`src/rtl/sys_array_sequencer.sv`:
```
// Job sequencer for a systolic array: load weights, start compute, wait for a fresh ready edge, stream result addresses.
// Every output is registered. The readout address advances only on rd_valid && rd_ready.
module sys_array_sequencer #(
    parameter int ARRAY_A_W = 4,
    parameter int ARRAY_W_L = 4,
    parameter int TIMEOUT   = 1023
) (
    input  logic       clk,
    input  logic       reset,
    input  logic       req,
    output logic       busy,
    output logic       done,
    output logic       err,
    output logic       weights_load,
    output logic       start_comp,
    input  logic       ready,
    output logic [3:0] rd_row,
    output logic [3:0] rd_col,
    output logic       rd_valid,
    input  logic       rd_ready
);

    typedef enum logic [2:0] {
        S_IDLE,
        S_LOAD,
        S_COMP,
        S_WAIT,
        S_READ,
        S_DONE,
        S_ERR
    } state_t;

    localparam logic [3:0]  ROW_LAST = 4'(ARRAY_A_W - 1);
    localparam logic [3:0]  COL_LAST = 4'(ARRAY_W_L - 1);
    localparam logic [15:0] CNT_LAST = 16'(TIMEOUT - 1);

    state_t      state_q;
    logic [15:0] cnt_q;
    logic        ready_q;
    logic        ready_rise;

    // ready_q tracks ready in every state, so a level that is already high on WAIT entry never looks like an edge.
    assign ready_rise = ready & ~ready_q;

    always_ff @(posedge clk or posedge reset) begin
        if (reset) begin
            state_q      <= S_IDLE;
            cnt_q        <= '0;
            ready_q      <= 1'b0;
            busy         <= 1'b0;
            done         <= 1'b0;
            err          <= 1'b0;
            weights_load <= 1'b0;
            start_comp   <= 1'b0;
            rd_row       <= '0;
            rd_col       <= '0;
            rd_valid     <= 1'b0;
        end else begin
            ready_q      <= ready;
            weights_load <= 1'b0;
            start_comp   <= 1'b0;
            done         <= 1'b0;
            err          <= 1'b0;
            case (state_q)
                S_IDLE: begin
                    if (req) begin
                        state_q      <= S_LOAD;
                        busy         <= 1'b1;
                        weights_load <= 1'b1;
                    end
                end
                S_LOAD: begin
                    state_q    <= S_COMP;
                    start_comp <= 1'b1;
                end
                S_COMP: begin
                    state_q <= S_WAIT;
                    cnt_q   <= '0;
                end
                S_WAIT: begin
                    // A ready edge on the final WAIT cycle still wins over the timeout.
                    if (ready_rise) begin
                        state_q  <= S_READ;
                        rd_row   <= '0;
                        rd_col   <= '0;
                        rd_valid <= 1'b1;
                    end else if (cnt_q == CNT_LAST) begin
                        state_q <= S_ERR;
                        err     <= 1'b1;
                    end else begin
                        cnt_q <= cnt_q + 16'd1;
                    end
                end
                S_READ: begin
                    if (rd_ready) begin
                        if (rd_col != COL_LAST) begin
                            rd_col <= rd_col + 4'd1;
                        end else if (rd_row != ROW_LAST) begin
                            rd_col <= '0;
                            rd_row <= rd_row + 4'd1;
                        end else begin
                            state_q  <= S_DONE;
                            rd_valid <= 1'b0;
                            done     <= 1'b1;
                        end
                    end
                end
                S_DONE: begin
                    state_q <= S_IDLE;
                    busy    <= 1'b0;
                end
                S_ERR: begin
                    state_q <= S_IDLE;
                    busy    <= 1'b0;
                end
                default: begin
                    state_q  <= S_IDLE;
                    busy     <= 1'b0;
                    rd_valid <= 1'b0;
                end
            endcase
        end
    end

endmodule
```
`config.mk`:
```
export PLATFORM = sky130hd
export DESIGN_NAME = sys_array_sequencer
export DESIGN_NICKNAME = d
export VERILOG_FILES = /design/src/rtl/sys_array_sequencer.sv
export SDC_FILE = /design/constraint.sdc
export NUM_CORES = 1
export LEC_CHECK = 0
export ABC_AREA = 1
export CAP_MARGIN = 20
export CORE_ASPECT_RATIO = 1.25
export CORE_MARGIN = 2
export CORE_UTILIZATION = 30
export CTS_CLUSTER_DIAMETER = 200
export DETAILED_ROUTE_END_ITERATION = 8
export SLEW_MARGIN = 0
export SYNTH_ARGS = -nofsm -noshare
export SYNTH_HDL_FRONTEND = slang
export SYNTH_SLANG_ARGS = --single-unit
```
`constraint.sdc`:
```
create_clock -name clk -period 4.25 [get_ports clk]
set_input_delay 0.85 -clock clk [delete_from_list [all_inputs] [get_ports clk]]
set_output_delay 0.85 -clock clk [all_outputs]
set_load 0.1 [all_outputs]
```
==> flow_summary.toml, run 1 <==
[outcome]
status = "completed"

[yosys]
synth_enable_flop_cells = 0
postSynthCellCount = 265
yosysTopAreaCellShare = 0.428
synth-main-ff-cell = "sky130_fd_sc_hd__dfrtp_1"
summed_instance_area_of_the_synthesized_netlist_sq_um = 1990
synth-warning-count = 0
share_of_flip_flops_with_an_asynchronous_set_or_reset = 1.00
synthesis.nets = 274
yosys_register_bits = 34
top_cells_by_area_in_the_synthesized_netlist = "sky130_fd_sc_hd__dfrtp_1, sky130_fd_sc_hd__nand2_1, sky130_fd_sc_hd__nor2_1"
synth.distinct_cells = 27
synthDominantAreaCellType = "sky130_fd_sc_hd__dfrtp_1"
synth-seq-area-share = 0.428
avgSynthCellArea_sq_um = 7.51

[floorplan]
io_pins = 19
floorplan.initialDensity = 0.307
design.core.area_sq_um = 6480
rows = 33
floorplan.die.width_um = 76.8
die_area_sq_um = 7300
fp.dieH_um = 95.0

[place]
gp_congestion = 0.867
port_buf_inserts = 18
dp_worst_setup_slack_ps = 1800
hpwlAfterDp_um = 3140

[final_layout]
n_antenna_cell = 0
nets = 298
final_util = 0.367
syn_to_final_growth_pct = 19.6
post_route_cells_drive_above_1_share = 0.107

[sta]
worst_slew_pin_slew_ps = 970
final-max-slew-violation-count = 0
final_setup_violating_endpoints = 0
timing.final.hold_violations = 0
rsz0062_at_grt = "no"
totalNegativeSetupSlack_ps = 0
timing.final.crit_share = 0.645
skew_ps = 9.13
slew_headroom = 0.351
max_freq_mhz = 365
timing.final.ws_setup_ps = 1510
min_period_ps = 2740

[pwr]
vdd.ir_drop.worst_mv = 0.357
power_density_over_cell_area_nw_per_um2 = 537
static-leakage-power_nw = 1.05

[worst_hold_path]
min_path_type = "reg2reg"

[worst_setup_path]
setup.worst_path.start_class = "flip-flop"
data_arrival_time_of_the_critical_path_ps = 1890
worstPathCellList = "clkdlybuf4s50_1"
path_class = "reg2out"
cp_slowest_cell = "sky130_fd_sc_hd__clkdlybuf4s50_1"
path_delay_family = "buffers and inverters"
cpPeakStageDelay_ps = 1160
highest_fanout_seen_on_the_critical_path = 6
endpoint_required_time_on_the_critical_path_ps = 3400
end_kind = "output port"
cp.buffers_inverters = 1

[clocking]
cts_hold_buf = 0
clock_tree.root_cell = "sky130_fd_sc_hd__clkbuf_8"
cts.htree.levels = 2
cts_buffers = 5
clockBufferDepth = 2
clock_input_transition_at_the_sequential_cells_of_the_worst_setup_and_hold_paths_ps = 80
postCtsSetupBuffers = 0
cts_tree = "built"
cts_resized = 0
clock_insertion_delay_worst_skew_ps = 290
clkSinkCount = 34

[global_routing]
via_count_of_the_first_global_routing_pass = 1715
total_routing_usage_gr = 0.130
grt_first_pass_wirelength_um = 7590
grt_antenna_before_repair = 0
grt-ovfl-total = 0
largest_net_degree_at_the_start_of_global_routing = 26

[detailed_routing]
wl_per_cell_um = 11.2
drtAntennaViolNets = 0
detailroute.via_count = 1716
drt_pre_antenna_iters = 4
drt_first_iter_violations = 94
drc = 0
drt_via_density = 4.55
wl_um = 4220

[job]
maxCapViolCount = 0
==> registers in the layout, indices dropped and copies added (netlist names), 3 cells and up <==
name / cells
cnt_q: 16
rd_col: 4
rd_row: 4
state_q: 3
==> power by group <==
| group | leakage [nW] | switching [mW] | total (mW) | internal [mW] |
|---|---|---|---|---|
| logic | 0.546 | 0.453 | 0.600 | 0.147 |
| clock network | 0.0472 | 0.126 | 0.256 | 0.130 |
| registers | 0.461 | 0.0483 | 0.421 | 0.372 |
==> placed cells by master (no fill, tap or decap), drive strengths merged <==
| master | Yosys | final |
|---|---|---|
| clkinvlp | 0 | 1 |
| nand2 | 86 | 86 |
| or2 | 1 | 1 |
| nand3b | 3 | 3 |
| o21bai | 2 | 2 |
| xor2 | 8 | 8 |
| clkbuf | 0 | 6 |
| nand3 | 24 | 24 |
| a2bb2oi | 1 | 1 |
| inv | 29 | 29 |
| nor4 | 1 | 1 |
| ha | 4 | 4 |
| a21oi | 2 | 2 |
| dfrtp | 34 | 34 |
| nor3 | 3 | 3 |
| nor2 | 33 | 33 |
| nand4 | 9 | 9 |
| o21ai | 21 | 21 |
| clkinv | 1 | 2 |
| buf | 3 | 2 |
| clkdlybuf4s50 | 0 | 18 |
==> path summary, 6_finish.rpt <==
check	cells past startpoint	startpoint	slack (ps)	to
worst max-delay path	1	rd_col[0]	1510	rd_col[0]
worst min-delay path	1	state_q[1]	510	start_comp
worst max register to register	7	state_q[2]	2380	cnt_q[2]
worst min register to register	1	state_q[1]	510	start_comp
max in group asynchronous	4	reset	2840	cnt_q[9]
min in group asynchronous	2	reset	800	rd_col[0]
==> final cells by class <==
cell class	count	area, sq um
Inverter	30	115
Timing Repair Buffer	20	215
Fill cell	679	4100
Clock inverter	2	12.5
Multi-Input combinational cell	198	993
Clock buffer	6	82.6
Tap cell	87	109
Sequential cell	34	851
==> per-layer routing <==
metal,vias up,GRT usage,share of wire
met5,-,0,0
met4,0,0.0636,0.028
met3,7,0.0246,0.025
met2,19,0.227,0.49
met1,792,0.154,0.46
li1,898,-,-
==> synthesized netlist by cell type (3+ instances only) <==
| master | instances |
|---|---|
| sky130_fd_sc_hd__nor2_2 | 3 |
| sky130_fd_sc_hd__inv_1 | 21 |
| sky130_fd_sc_hd__o21ai_1 | 12 |
| sky130_fd_sc_hd__nand2_1 | 82 |
| sky130_fd_sc_hd__nand3_1 | 22 |
| sky130_fd_sc_hd__xor2_1 | 8 |
| sky130_fd_sc_hd__o21ai_0 | 7 |
| sky130_fd_sc_hd__nor2_1 | 30 |
| sky130_fd_sc_hd__nor3_1 | 3 |
| sky130_fd_sc_hd__dfrtp_1 | 34 |
| sky130_fd_sc_hd__nand3b_1 | 3 |
| sky130_fd_sc_hd__nand4_1 | 9 |
| sky130_fd_sc_hd__ha_1 | 4 |
| sky130_fd_sc_hd__inv_2 | 7 |
| sky130_fd_sc_hd__nand2_2 | 4 |
==> metrics by stage <==
step	std cells	hold slack [ps]	cell area (sq um)	power, mW
after floorplan	265	462	1990	0.919
after global placement	368	496	2260	1.02
after detailed placement	368	493	2260	1.03
after CTS	376	510	2350	1.29
after global routing	377	545	2380	1.37
final	377	507	2380	1.28
==> cell families after synthesis <==
logic type      share of synthesized area
compound gates                     0.0792
xor+xnor                           0.0352
fa+ha+maj                          0.0252
buf+inv                            0.0730
flops                               0.428
simple gates                        0.360
No activity file was read; power rests on OpenSTA's default activity.
==> inputs of run 2 (changes only) <==
==> constraint.sdc (replaced) <==
create_clock -name clk -period 2.3 [get_ports clk]
set_input_delay 0.46 -clock clk [delete_from_list [all_inputs] [get_ports clk]]
set_output_delay 0.46 -clock clk [all_outputs]
set_load 0.1 [all_outputs]
==> flow_summary.toml, run 2 (same netlist as run 1, synthesis figures left out) <==
[sta]
worst_slew_pin_slew_ps = 460
min_period_ps = 1690
final-max-slew-violation-count = 0
skew_ps = 6.37
slew_headroom = 0.691
rsz0062_at_grt = "no"
max_freq_mhz = 592
totalNegativeSetupSlack_ps = 0
final_setup_violating_endpoints = 0
timing.final.hold_violations = 0
timing.final.crit_share = 0.735
hold_slack_ps = 504
timing.final.ws_setup_ps = 610

[floorplan]
floorplan.initialDensity = 0.307
fp.dieH_um = 95.0
io_pins = 19
floorplan.die.width_um = 76.8
die_area_sq_um = 7300
rows = 33
design.core.area_sq_um = 6480

[final_layout]
fillerInstances = 690
syn_to_final_growth_pct = 19.3
multi_input_area_sq_um = 993
registers.top_by_ff_count = "cnt_q"
final_common_cell = "sky130_fd_sc_hd__nand2_1"
area.sequential_sq_um = 851
final_util = 0.366
post_route_cells_drive_above_1_share = 0.158
top_registers = "cnt_q: 16 flops, rd_col: 4 flops, rd_row: 4 flops"
nets = 299
n_antenna_cell = 0
most_frequent_cells_in_the_layout = "sky130_fd_sc_hd__nand2_1, sky130_fd_sc_hd__dfrtp_1, sky130_fd_sc_hd__nor2_1"
largest_register_ff_count = 16

[pwr]
p_total_mw = 2.55
power_density_over_cell_area_nw_per_um2 = 1070
vdd.ir_drop.worst_mv = 0.719
internal_power_mw = 1.40
part_of_the_power_in_combinational_logic = 0.432
clock_power_share = 0.263
pwr-share-seq = 0.305
static-leakage-power_nw = 1.10
power_switching_mw = 1.15
switching_share = 0.453

[place]
hpwlAfterDp_um = 3090
port_buf_inserts = 18
gp_congestion = 0.813
dp_worst_setup_slack_ps = 379

[clocking]
cts_buffers = 5
postCtsSetupBuffers = 0
clock_insertion_delay_worst_skew_ps = 290
cts_resized = 0
clkSinkCount = 34
cts.htree.levels = 2
clock_input_transition_at_the_sequential_cells_of_the_worst_setup_and_hold_paths_ps = 80
cts_tree = "built"
clockBufferDepth = 2
clock_tree.root_cell = "sky130_fd_sc_hd__clkbuf_8"
cts_hold_buf = 0

[outcome]
status = "completed"

[worst_setup_path]
timing.critical_path.mode_cell = "sky130_fd_sc_hd__nand2_1"
r2r_slack_ps = 610
end_kind = "flip-flop"
path_delay_family = "simple AND/OR/NAND/NOR gates"
timing.reg2reg.worst_path_depth = 11
highest_fanout_seen_on_the_critical_path = 21
critical_path_depth = 11
critical_path.reg2reg.endpoint = "cnt_q[15]"
cpPeakStageDelay_ps = 410
data_arrival_time_of_the_critical_path_ps = 1910
cp.buffers_inverters = 3
cp_slowest_cell = "sky130_fd_sc_hd__dfrtp_1"
path_class = "reg2reg"
r2r_start = "cnt_q[0]"
endpoint_required_time_on_the_critical_path_ps = 2520
worstPathCellList = "inv_1 > ha_1 > inv_1 > nor2_1 > nand2_1 > nor2_1 > nand2_1 > a21oi_4 > buf_4 > nand2_1 > o21ai_1"
setup.worst_path.start_class = "flip-flop"

[worst_hold_path]
hold_end = "start_comp"
min_path_type = "reg2reg"
timing.hold.worst_path_depth = 1
launch_instance_of_the_worst_min_delay_path = "state_q[1]"

[detailed_routing]
wl_um = 4140
drt_via_density = 4.51
drc = 0
detailroute.via_count = 1706
drt_first_iter_violations = 94
drt_pre_antenna_iters = 4
wl_per_cell_um = 11.0
drtAntennaViolNets = 0

[global_routing]
total_routing_usage_gr = 0.127
via_count_of_the_first_global_routing_pass = 1647
largest_net_degree_at_the_start_of_global_routing = 35
grt_antenna_before_repair = 0
grt-ovfl-total = 0
grt_first_pass_wirelength_um = 7240

[job]
maxCapViolCount = 0
## run 2: changes by cell type in the layout (fill, tap and decap cells not counted), sizes merged
cell,previous run,this run
clkdlybuf4s50,18,4
clkinvlp,1,0
bufinv,0,2
buf,2,17
clkbuf,6,5
## run 2: power by group through the flow
stage,clock (mW),sequential (mW),combinational [mW]
final,0.670,0.778,1.10
after global routing,0.711,0.798,1.21
after CTS,0.694,0.780,1.12
after detailed placement,0,0.790,1.12
after global placement,0,0.789,1.11
after floorplan,0,1.14,0.559
## run 2: per-stage QoR
step / area (sq um) / std cells
global route: 2370 / 378
floorplan: 1990 / 265
global placement: 2240 / 370
finish: 2370 / 378
CTS: 2370 / 378
detailed placement: 2240 / 370
## run 2: cell type report
type / instances / area share
multi-input combinational: 198 / 0.419
sequential: 34 / 0.358
timing repair buffer: 21 / 0.0706
inverter: 30 / 0.0485
tap: 87 / 0.0459
clock buffer: 5 / 0.0290
clock inverter: 3 / 0.0290
## run 2: worst max path at each step
stage               from         end  slack (ps)
2_1_floorplan  rd_col[0]  state_q[2]         250
3_3_place_gp       ready   cnt_q[12]         450
3_5_place_dp       ready   cnt_q[14]         380
4_1_cts         cnt_q[0]   cnt_q[14]         580
5_1_grt         cnt_q[0]   cnt_q[10]         390
6_report        cnt_q[0]   cnt_q[15]         610
## run 2: routing by layer
metal  up-vias  wire length [um]  track usage
met2        25              2050        0.221
li1        900                 -            -
met5         -                 0            0
met3         7               129       0.0237
met1       774              1850        0.146
met4         0               117       0.0727
